<file path="src/rtl/x_result_accum_if.sv">
// Handshake bundle between the X_system_v result stream, the batch controller
// and the summary consumer of x_result_accum.
interface x_result_accum_if #(
    parameter int Z_W   = 22,
    parameter int CNT_W = 4,
    parameter int ACC_W = 26
);
    // Batch request
    logic             start;
    logic [CNT_W-1:0] count;
    logic             z_type;   // 1 = Z is two's-complement signed

    // Sample stream
    logic             in_valid;
    logic             in_ready;
    logic [Z_W-1:0]   Z;
    logic [1:0]       Sel;

    // Batch summary
    logic             out_valid;
    logic             out_ready;
    logic [ACC_W-1:0] sum;
    logic [Z_W-1:0]   max;
    logic             sel_mismatch;
    logic             busy;

    modport master (
        output start, count, z_type, in_valid, Z, Sel, out_ready,
        input  in_ready, out_valid, sum, max, sel_mismatch, busy
    );

    modport slave (
        input  start, count, z_type, in_valid, Z, Sel, out_ready,
        output in_ready, out_valid, sum, max, sel_mismatch, busy
    );
endinterface

</file>
<file path="src/rtl/x_result_accum.sv">
// Batch accumulator for X_system_v results: sums N samples, tracks the running
// maximum and a sticky Sel-change flag, and presents one summary per start.
module x_result_accum #(
    parameter int Z_W   = 22,
    parameter int CNT_W = 4,
    parameter int ACC_W = 26
) (
    input  logic               clk,
    input  logic               rst,
    x_result_accum_if.slave    bus
);

    typedef enum logic [1:0] {
        IDLE  = 2'd0,
        ACCUM = 2'd1,
        DONE  = 2'd2
    } state_e;

    state_e           state_q,     state_d;
    logic [CNT_W-1:0] remain_q,    remain_d;
    logic             type_q,      type_d;
    logic [1:0]       sel_q,       sel_d;
    logic             have_first_q, have_first_d;
    logic [ACC_W-1:0] sum_q,       sum_d;
    logic [Z_W-1:0]   max_q,       max_d;
    logic             mismatch_q,  mismatch_d;
    logic             in_ready_q,  in_ready_d;
    logic             out_valid_q, out_valid_d;
    logic             busy_q,      busy_d;

    logic             accept;
    logic [ACC_W-1:0] z_ext;
    logic             z_gt_max;

    assign accept = bus.in_valid && in_ready_q;

    // Extension and ordering both follow the type latched at start, not the live input.
    assign z_ext    = type_q ? {{(ACC_W-Z_W){bus.Z[Z_W-1]}}, bus.Z}
                             : {{(ACC_W-Z_W){1'b0}},         bus.Z};
    assign z_gt_max = type_q ? ($signed(bus.Z) > $signed(max_q))
                             : (bus.Z > max_q);

    always_comb begin
        // NOTE: every _d starts as its _q so no path through the case leaves a
        // variable unassigned; that is what keeps this block from inferring latches.
        state_d      = state_q;
        remain_d     = remain_q;
        type_d       = type_q;
        sel_d        = sel_q;
        have_first_d = have_first_q;
        sum_d        = sum_q;
        max_d        = max_q;
        mismatch_d   = mismatch_q;

        case (state_q)
            IDLE: begin
                if (bus.start) begin
                    sum_d        = '0;
                    max_d        = '0;
                    mismatch_d   = 1'b0;
                    have_first_d = 1'b0;
                    type_d       = bus.z_type;
                    remain_d     = bus.count;
                    state_d      = (bus.count == '0) ? DONE : ACCUM;
                end
            end

            ACCUM: begin
                if (accept) begin
                    sum_d    = sum_q + z_ext;
                    remain_d = remain_q - CNT_W'(1);
                    if (!have_first_q) begin
                        max_d        = bus.Z;
                        sel_d        = bus.Sel;
                        have_first_d = 1'b1;
                    end else begin
                        if (z_gt_max) begin
                            max_d = bus.Z;
                        end
                        if (bus.Sel != sel_q) begin
                            mismatch_d = 1'b1;
                        end
                    end
                    if (remain_q == CNT_W'(1)) begin
                        state_d = DONE;
                    end
                end
            end

            DONE: begin
                if (bus.out_ready) begin
                    state_d = IDLE;
                end
            end

            default: state_d = IDLE;
        endcase

        // Handshake outputs are registered from the next state, so they switch
        // on the same edge as the state itself.
        in_ready_d  = (state_d == ACCUM);
        out_valid_d = (state_d == DONE);
        busy_d      = (state_d != IDLE);
    end

    // NOTE: the async reset clears every flop, datapath included, so a reset
    // mid-batch leaves no stale sum, max or tag behind.
    always_ff @(posedge clk or posedge rst) begin
        if (rst) begin
            state_q      <= IDLE;
            remain_q     <= '0;
            type_q       <= 1'b0;
            sel_q        <= 2'b00;
            have_first_q <= 1'b0;
            sum_q        <= '0;
            max_q        <= '0;
            mismatch_q   <= 1'b0;
            in_ready_q   <= 1'b0;
            out_valid_q  <= 1'b0;
            busy_q       <= 1'b0;
        end else begin
            // NOTE: non-blocking assignments here so every flop samples the
            // pre-edge value of every other flop, independent of statement order.
            state_q      <= state_d;
            remain_q     <= remain_d;
            type_q       <= type_d;
            sel_q        <= sel_d;
            have_first_q <= have_first_d;
            sum_q        <= sum_d;
            max_q        <= max_d;
            mismatch_q   <= mismatch_d;
            in_ready_q   <= in_ready_d;
            out_valid_q  <= out_valid_d;
            busy_q       <= busy_d;
        end
    end

    assign bus.in_ready     = in_ready_q;
    assign bus.out_valid    = out_valid_q;
    assign bus.busy         = busy_q;
    assign bus.sum          = sum_q;
    assign bus.max          = max_q;
    assign bus.sel_mismatch = mismatch_q;

endmodule

</file>
<file path="src/flat_wrapper.sv">
// flat-port wrapper written by rule: the top's interface ports become plain ports
module x_result_accum_flat 
#(
    parameter int Z_W   = 22,
    parameter int CNT_W = 4,
    parameter int ACC_W = 26
)
  (clk, rst, bus_start, bus_count, bus_z_type, bus_in_valid, bus_Z, bus_Sel, bus_out_ready, bus_in_ready, bus_out_valid, bus_sum, bus_max, bus_sel_mismatch, bus_busy);
  x_result_accum_if #(.Z_W(Z_W), .CNT_W(CNT_W), .ACC_W(ACC_W)) bus_i ();
  input  logic clk;
  input  logic rst;
  input wire logic [$bits(bus_i.start)-1:0] bus_start;
  input wire logic [$bits(bus_i.count)-1:0] bus_count;
  input wire logic [$bits(bus_i.z_type)-1:0] bus_z_type;
  input wire logic [$bits(bus_i.in_valid)-1:0] bus_in_valid;
  input wire logic [$bits(bus_i.Z)-1:0] bus_Z;
  input wire logic [$bits(bus_i.Sel)-1:0] bus_Sel;
  input wire logic [$bits(bus_i.out_ready)-1:0] bus_out_ready;
  output wire logic [$bits(bus_i.in_ready)-1:0] bus_in_ready;
  output wire logic [$bits(bus_i.out_valid)-1:0] bus_out_valid;
  output wire logic [$bits(bus_i.sum)-1:0] bus_sum;
  output wire logic [$bits(bus_i.max)-1:0] bus_max;
  output wire logic [$bits(bus_i.sel_mismatch)-1:0] bus_sel_mismatch;
  output wire logic [$bits(bus_i.busy)-1:0] bus_busy;
  assign bus_i.start = bus_start;
  assign bus_i.count = bus_count;
  assign bus_i.z_type = bus_z_type;
  assign bus_i.in_valid = bus_in_valid;
  assign bus_i.Z = bus_Z;
  assign bus_i.Sel = bus_Sel;
  assign bus_i.out_ready = bus_out_ready;
  assign bus_in_ready = bus_i.in_ready;
  assign bus_out_valid = bus_i.out_valid;
  assign bus_sum = bus_i.sum;
  assign bus_max = bus_i.max;
  assign bus_sel_mismatch = bus_i.sel_mismatch;
  assign bus_busy = bus_i.busy;
  x_result_accum #(.Z_W(Z_W), .CNT_W(CNT_W), .ACC_W(ACC_W)) u_core (.clk(clk), .rst(rst), .bus(bus_i));
endmodule
</file>
<file path="config.mk">
export PLATFORM = sky130hd
export DESIGN_NAME = x_result_accum_flat
export DESIGN_NICKNAME = d
export VERILOG_FILES = /design/src/rtl/x_result_accum_if.sv /design/src/rtl/x_result_accum.sv /design/src/flat_wrapper.sv
export SDC_FILE = /design/constraint.sdc
export NUM_CORES = 1
export LEC_CHECK = 0
export CORE_MARGIN = 1.5
export CORE_UTILIZATION = 58
export DETAILED_ROUTE_END_ITERATION = 8
export DONT_BUFFER_PORTS = 1
export PLACE_DENSITY_LB_ADDON = 0.2
export SYNTH_ARGS = -nofsm -noshare
export SYNTH_HDL_FRONTEND = slang
export SYNTH_SLANG_ARGS = --single-unit
</file>
<file path="constraint.sdc">
create_clock -name clk -period 2.67 [get_ports clk]
set_input_delay 0.267 -clock clk [delete_from_list [all_inputs] [get_ports clk]]
set_output_delay 0.267 -clock clk [all_outputs]
set_load 0.03 [all_outputs]
</file>
# Word level (Yosys, flattened, before mapping)
# Cells that the tools add are included.
dict set report word_totals {
  regBits 62
  in_bits 34
  output_inout_bits 52
  word_cells 63
}
dict set report op_classes {
  n_addsub 2
  magnitude_cmp 2
  n_eq_ne 11
  mux 26
  bitwise 1
  n_reduce_logical 10
}
# cell count
set ops {}
lappend ops {{22-bit two-way mux} 4}
lappend ops {{26-bit two-way mux} 3}
lappend ops {{26-bit case mux with 2 select lines} 1}
lappend ops {{22-bit greater-than comparator} 2}
lappend ops {{22-bit case mux with 2 select lines} 1}
lappend ops {{26-bit adder} 1}
lappend ops {{2-bit two-way mux} 5}
lappend ops {{4-bit two-way mux} 2}
lappend ops {{4-bit case mux with 2 select lines} 1}
lappend ops {{1-bit two-way mux} 6}
lappend ops {{2-bit by 1-bit != test with 1-bit output (second input constant)} 3}
lappend ops {{2-bit case mux with 3 select lines} 1}
lappend ops {{3-bit AND reduction} 2}
lappend ops {{5-bit AND reduction} 1}
lappend ops {{2-bit by 1-bit equality test with 1-bit output (second input constant)} 2}
lappend ops {{2-bit equality test (second input constant)} 2}
lappend ops {{4-bit by 1-bit equality test with 1-bit output (second input constant)} 1}
lappend ops {{4-bit zero test} 1}
lappend ops {{1-bit case mux with 2 select lines} 2}
lappend ops {{4-bit AND reduction} 1}
lappend ops {{2-bit nonzero test} 2}
lappend ops {{4-bit by 1-bit subtractor with 4-bit output (second input constant)} 1}
lappend ops {{3-bit != test (second input constant)} 1}
lappend ops {{2-bit zero test} 1}
lappend ops {{other kinds (5)} 5}

# Logic depth before layout (Yosys ltp)
# Gate-level depths: netlist of run 1.
dict set report logic_depth {
  ltp_word 6
  depth_mapped 11
  depth_no_buf 10
}

# Worst setup path before layout of run 1
# Ideal clock, no wire load.
dict set report synth_timing {
  path_type {reg-to-reg}
  startpoint {reg u_core.sum_q[0] (netlist: u_core.bus.sum[0])}
  endpoint {reg u_core.sum_q[24] (netlist: u_core.bus.sum[24])}
  setup_ns 0.129
  arrival_time_ns 2.693
  required_time_ns 2.541
  setup_slack_ns -0.152
  stages_incl_launch_ff 11
  n_path_buf 0
  synth_period_minus_slack_ns 2.822
  cell_sequence {dfrtp_1 -> ha_1 -> fa_1 -> a21o_1 -> a221o_1 -> o311ai_1 -> o211ai_1 -> a311oi_2 -> a21oi_1 -> xnor2_1 -> o21ai_1}
}
dict set report synth_via {
  elab_chain_len 3
}
# item line
set synth_rtl {}
lappend synth_rtl {{from (decl)} x_result_accum.sv:24} ;# logic [ACC_W-1:0] sum_q, sum_d;
lappend synth_rtl {{from (signal assigned)} x_result_accum.sv:129} ;# sum_q <= sum_d;
lappend synth_rtl {{26-bit adder} x_result_accum.sv:70} ;# sum_d = sum_q + z_ext;
lappend synth_rtl {{26-bit two-way mux} x_result_accum.sv:69} ;# if (accept) begin
lappend synth_rtl {{26-bit case mux with 2 select lines} x_result_accum.sv:55} ;# case (state_q)
# No other way between the ends. The select of a mux whose other input is x is not followed.
# A chain may end at the register's enable or synchronous reset.

# Worst setup path after layout of run 1
dict set report layout_timing {
  startpoint {reg u_core.sum_q[0] (netlist: u_core.bus.sum[0])}
  endpoint {reg u_core.sum_q[22] (netlist: u_core.bus.sum[22])}
}
# The elaborated chain is that of the path after synthesis.

==> results of run 1 <==
## report_power, final
group / internal (mW) / total [mW] / switching (mW)
registers: 1.34 / 1.77 / 0.432
clock network: 0.577 / 0.977 / 0.400
logic: 1.89 / 4.37 / 2.48
total: 3.81 / 7.13 / 3.31
## timing repair
action,in CTS,in global routing
cloned,2,1
setup endpoints to repair,27,33
hold buffers,1,0
resized for setup,16,19
endpoints found under the hold margin,22,0
buffers inserted,7,4
pin swaps,28,15
## layout make-up
cell class	instances	area, um^2
clock inverter	5	81.3
timing repair buffer	81	698
clock buffer	11	151
fill	492	1560
multi-input combinational	351	2620
tap	96	120
sequential	62	1550
inverter	31	116
## metrics by stage
stage | setup slack (ns) | power [mW] | std cells | instance area (um^2) | hold slack (ns)
finish | -0.216 | 7.13 | 637 | 5340 | 0.0370
floorplan | -0.0485 | 4.47 | 458 | 4240 | 0.372
global placement | -0.192 | 5.50 | 607 | 4810 | 0.219
CTS | -0.111 | 6.89 | 632 | 5230 | 0.0324
global route | -0.274 | 7.55 | 637 | 5340 | 0.0382
detailed placement | -0.255 | 5.65 | 607 | 4810 | 0.225
## worst max-delay path: cells and delay by family, from the launching register on
family	cells	cell delay [ns]
AOI/OAI and AO/OA	6	1.51
xor gates and xnor gates	1	0.14
adders and majority gates	2	0.51
buffers and inverters	1	0.18
DFF	1	0.42
## flip-flops by register name, indices dropped and copies added, names as in the netlist
name	count
u_core.bus.busy	1
u_core.bus.in_ready	1
u_core.bus.max	22
u_core.bus.out_valid	1
u_core.bus.sel_mismatch	1
u_core.bus.sum	26
u_core.have_first_q	1
u_core.remain_q	4
u_core.sel_q	2
u_core.state_q	2
u_core.type_q	1
## worst paths after layout
| path | from | to | slack, ns | cells after the start |
|---|---|---|---|---|
| setup / recovery | u_core.bus.sum[0] | u_core.bus.sum[22] | -0.22 | 10 |
| hold / removal | bus_z_type | u_core.type_q | 0.04 | 2 |
| setup reg to reg | u_core.bus.sum[0] | u_core.bus.sum[22] | -0.22 | 10 |
| hold reg to reg | u_core.type_q | u_core.type_q | 0.52 | 2 |
| max in group asynchronous | rst | u_core.bus.sum[21] | 1.51 | 3 |
| min in group asynchronous | rst | u_core.bus.sum[25] | 0.43 | 2 |
## kinds of logic (layout without fill, tap and decap cells)
| group | after synthesis | count (layout) | share of synthesized area |
|---|---|---|---|
| compound gates | 135 | 135 | 0.212 |
| xor+xnor | 21 | 21 | 0.0435 |
| fa+ha+maj | 50 | 50 | 0.150 |
| buf+inv | 45 | 128 | 0.0450 |
| flops | 62 | 62 | 0.367 |
| mux | 13 | 13 | 0.0314 |
| simple gates | 132 | 132 | 0.151 |
## cells in the mapped netlist, drive strengths merged (3+ instances only)
| cell type | instances |
|---|---|
| nor2b | 5 |
| mux2i | 11 |
| nor3 | 9 |
| and4 | 3 |
| buf | 5 |
| nor2 | 26 |
| a31oi | 3 |
| o21ai | 34 |
| o211ai | 4 |
| and2 | 6 |
| a21oi | 34 |
| clkbuf | 9 |
| nand4 | 5 |
| a21o | 17 |
| inv | 31 |
| o22ai | 3 |
| nand2 | 51 |
| nand2b | 6 |
| nand3 | 7 |
| a22o | 16 |
| dfrtp | 62 |
| and3 | 5 |
| ha | 49 |
| xnor2 | 13 |
| a21boi | 3 |
| xor2 | 8 |
## routing by layer
layer | vias to the layer above | track usage | wire length, um
met4 | 0 | 0.155 | 366
met3 | 32 | 0.0840 | 853
met5 | - | 0 | 0
met1 | 1821 | 0.349 | 4730
li1 | 1808 | - | -
met2 | 149 | 0.521 | 5610
==> results.cfg, run 1 <==
[outcome]
status = finished with violations
violations = setup timing

[worst_setup_path]
worstPathRequired_ns = 2.87
worst_setup_path_end_kind = flop
cp.arrival_ns = 3.09
cp_cell_sequence = ha_4 -> fa_2 -> a21o_1 -> a221o_1 -> o311ai_2 -> o211ai_1 -> a311oi_2 -> buf_4 -> xor2_1 -> o21ai_1
critPathSlowestCell = dfrtp_2
slowest_delay_ns = 0.42
crit_type = flop to flop
startpoint_type = flop
cp_max_fo = 4

[place]
port_buffers = 0
dp_hpwl_mm = 8.32
place_congestion = 0.874

[synth]
syn_area_um2 = 4230
synth.area.top_cells = dfrtp_1 37%, ha_1 15%, nand2_1 4.4%
async_flop_share = 1.00
synth-seq-area-share = 0.367
synth_edf_count = 0
synth_cell_types = 54
syn_area_per_cell_um2 = 9.23
synthCells = 458
synth_ff_type = dfrtp_1
yosysWarnings = 0
synth_seq_cells = 62
synth_top_area_frac = 0.367
synth_largest_area_cell = dfrtp_1
synth_nets = 542

[floorplan]
die_h_um = 88.4
dieArea_um2 = 7810
rows = 30
io_pins = 86
start_util = 0.612
fp.dieW_um = 88.4
core_area_um2 = 6910

[routing]
antenna_left = 0
wl_per_cell_um = 18.2
drtPass1Iterations = 5
dr_total_vias = 3810
drc = 0
first_iter_violations = 153
drt-total-wl_mm = 11.6
via_per_inst = 5.98

[sta]
skew_ns = 0.0128
post-route-min-period_ns = 2.89
hold_viol_final = 0
rsz0062_at_grt = yes
setup_ws_ns = -0.216
worst_slew_margin_rel = 0.574
finalSetupViolCount = 27
finalCritPeriodShare = 1.08
finalSetupTns_ns = -2.12
fmax_mhz = 346
worst_slew_pin_slew_ns = 0.637
maxSlewViolCount = 0

[clock_tree]
cts_sinks = 62
ctsHtreeMaxLevel = 3
cts_tree = yes
clockBufferDepth = 2
root_buffer = clkbuf_8
clock_latency_ns = 0.35
clk_pin_slew_ns = 0.07
cts_buffers = 9

[job]
drv_cap = 0

[finish]
areaGrowthSynthToFinish_pct = 26.5
n_antenna_cell = 0
layout-drive-gt1-share = 0.244
finish.utilization = 0.774
layout_commonest_cell = buf_4
final_cell_mix = 74 x buf_4, 61 x dfrtp_1, 50 x nand2_1, 44 x ha_1, 31 x a21oi_1
fin_nets = 620

[min_path]
hold_class = primary input to flop

[global_route]
grt_pass1_wl_mm = 18.1
track_usage = 0.304
overflow = 0
antenna_found_initial = 0
grt_pass1_vias = 3896
grt_start_max_net_pins = 25

[power_and_ir_drop]
peakVddDrop_uv = 745
p_per_area_nw_per_um2 = 1330
p_leak_nw = 2.65
No activity file was read; power rests on OpenSTA's default activity.
==> run 2, diff against run 1 <==
--- a/config.mk
+++ b/config.mk
@@ -5,11 +5,12 @@
 export SDC_FILE = /design/constraint.sdc
 export NUM_CORES = 1
 export LEC_CHECK = 0
+export ABC_CLOCK_PERIOD_IN_PS = 2670
 export CORE_MARGIN = 1.5
 export CORE_UTILIZATION = 58
 export DETAILED_ROUTE_END_ITERATION = 8
 export DONT_BUFFER_PORTS = 1
-export PLACE_DENSITY_LB_ADDON = 0.2
+export PLACE_DENSITY = 0.76
 export SYNTH_ARGS = -nofsm -noshare
 export SYNTH_HDL_FRONTEND = slang
 export SYNTH_SLANG_ARGS = --single-unit
==> results.cfg, run 2 (synthesis results as in run 1) <==
[sta]
fmax_mhz = 362
rsz0062_at_grt = yes
finalCritPeriodShare = 1.04
worst_slew_margin_rel = 0.588
maxSlewViolCount = 0
setup_ws_ns = -0.0936
finalSetupViolCount = 5
skew_ns = 0.00908
hold_viol_final = 0
post-route-min-period_ns = 2.76
worst_slew_pin_slew_ns = 0.617

[routing]
via_per_inst = 6.06
first_iter_violations = 216
wl_per_cell_um = 18.2
drc = 0
dr_total_vias = 3823
drt-total-wl_mm = 11.5
drtPass1Iterations = 5
antenna_left = 0

[min_path]
hold_class = primary input to flop

[floorplan]
die_h_um = 88.4
core_area_um2 = 6910
start_util = 0.612
fp.dieW_um = 88.4
dieArea_um2 = 7810
rows = 30
io_pins = 86

[worst_setup_path]
worstPathRequired_ns = 2.91
startpoint = u_core.bus.sum[0]
r2r_start = u_core.bus.sum[0]
crit_type = flop to flop
cp.arrival_ns = 3.01
slowest_delay_ns = 0.42
critPathSlowestCell = dfrtp_2
path_delay_family = compound AO/OA/AOI/OAI gates
cp_max_fo = 4
worst_setup_path_end_kind = flop
r2r_slack_ns = -0.09
cp_cell_sequence = ha_4 -> fa_2 -> a21o_1 -> a221o_1 -> o311ai_2 -> o211ai_1 -> a311oi_2 -> a21oi_1 -> xnor2_1 -> o21ai_1
startpoint_type = flop
cp.depth = 10
path_buf_inv = 0
ff2ff_path_depth = 10
r2r-end = u_core.bus.sum[24]
crit_path_end = u_core.bus.sum[24]

[power_and_ir_drop]
swShare = 0.468
total_power_mw = 7.02
p_leak_nw = 2.61
p_per_area_nw_per_um2 = 1330
p_comb_frac = 0.602
p_int_mw = 3.73
peakVddDrop_uv = 713
p_seq_frac = 0.258
p_sw_mw = 3.28
p_clk_frac = 0.141

[clock_tree]
clk_pin_slew_ns = 0.08
clockBufferDepth = 2
ctsHtreeMaxLevel = 3
clock_latency_ns = 0.36
cts_buffers = 9
cts_tree = yes
root_buffer = clkbuf_8
cts_sinks = 62

[global_route]
grt_start_max_net_pins = 29
grt_pass1_vias = 3633
track_usage = 0.292
overflow = 0
grt_pass1_wl_mm = 17.4
antenna_found_initial = 0

[finish]
final_area_um2 = 5280
final_cell_mix = 69 x buf_4, 61 x dfrtp_1, 50 x nand2_1, 44 x ha_1, 31 x a21oi_1
n_antenna_cell = 0
fin_cells = 631
fin_nets = 614
largest_register_ffs = 26
layout_commonest_cell = buf_4
fill_cells = 520
layout-drive-gt1-share = 0.234
areaGrowthSynthToFinish_pct = 24.8

[outcome]
violations = setup timing
status = finished with violations

[place]
postPlaceCellArea_um2 = 4800
place_inst = 604
dp_hpwl_mm = 8.19
port_buffers = 0
place_congestion = 0.903

[job]
drv_cap = 0
[run 2: layer usage]
layer	track usage	vias up	share of wire
met5	0	-	0
met1	0.378	1823	0.43
met2	0.482	170	0.47
met4	0.122	0	0.030
li1	-	1798	-
met3	0.0541	32	0.072
[run 2: cell type report]
cell class / instances / area [um^2] / share of cell area
multi-input combinational: 351 / 2620 / 0.497
clock inverter: 5 / 81.3 / 0.0154
timing repair buffer: 75 / 629 / 0.119
inverter: 31 / 116 / 0.0221
clock buffer: 11 / 151 / 0.0287
sequential: 62 / 1550 / 0.294
tap: 96 / 120 / 0.0228
[run 2: per-stage QoR]
step	utilization	hold WS [ns]	setup WS, ns	TNS, ns
floorplan	-	0.372	-0.0485	-0.0485
global placement	0.694	0.255	-0.173	-0.356
detailed placement	0.694	0.263	-0.248	-1.05
CTS	0.735	0.0209	-0.108	-0.203
global route	0.764	0.0401	-0.208	-1.72
finish	0.764	0.0241	-0.0936	-0.221
[run 2: power by group through the flow]
stage	Sequential [mW]	Combinational (mW)	Clock, mW
global placement	1.79	3.71	0
global route	1.86	4.58	1.03
CTS	1.80	3.91	0.988
finish	1.81	4.22	0.988
detailed placement	1.81	3.82	0
floorplan	2.27	2.21	0
[run 2: timing repair]
| item | CTS | global route |
|---|---|---|
| hold buffers | 1 | 0 |
| hold endpoints to repair | 26 | 0 |
| gates resized for setup | 5 | 23 |
| cloned | 0 | 3 |
| setup buffers | 2 | 5 |
| pin swaps | 7 | 33 |
| endpoints found under the setup margin | 18 | 33 |
[run 2: worst min-delay path by stage]
stage,startpoint,end,slack [ns],depth (start not counted)
after floorplan,bus_z_type,u_core.type_q,0.37,2
after global placement,rst,u_core.bus.sum[25],0.25,1
after detailed placement,rst,u_core.bus.sum[25],0.26,1
after CTS,bus_z_type,u_core.type_q,0.02,2
after global routing,bus_Z[13],u_core.bus.max[13],0.04,1
final,bus_z_type,u_core.type_q,0.02,2
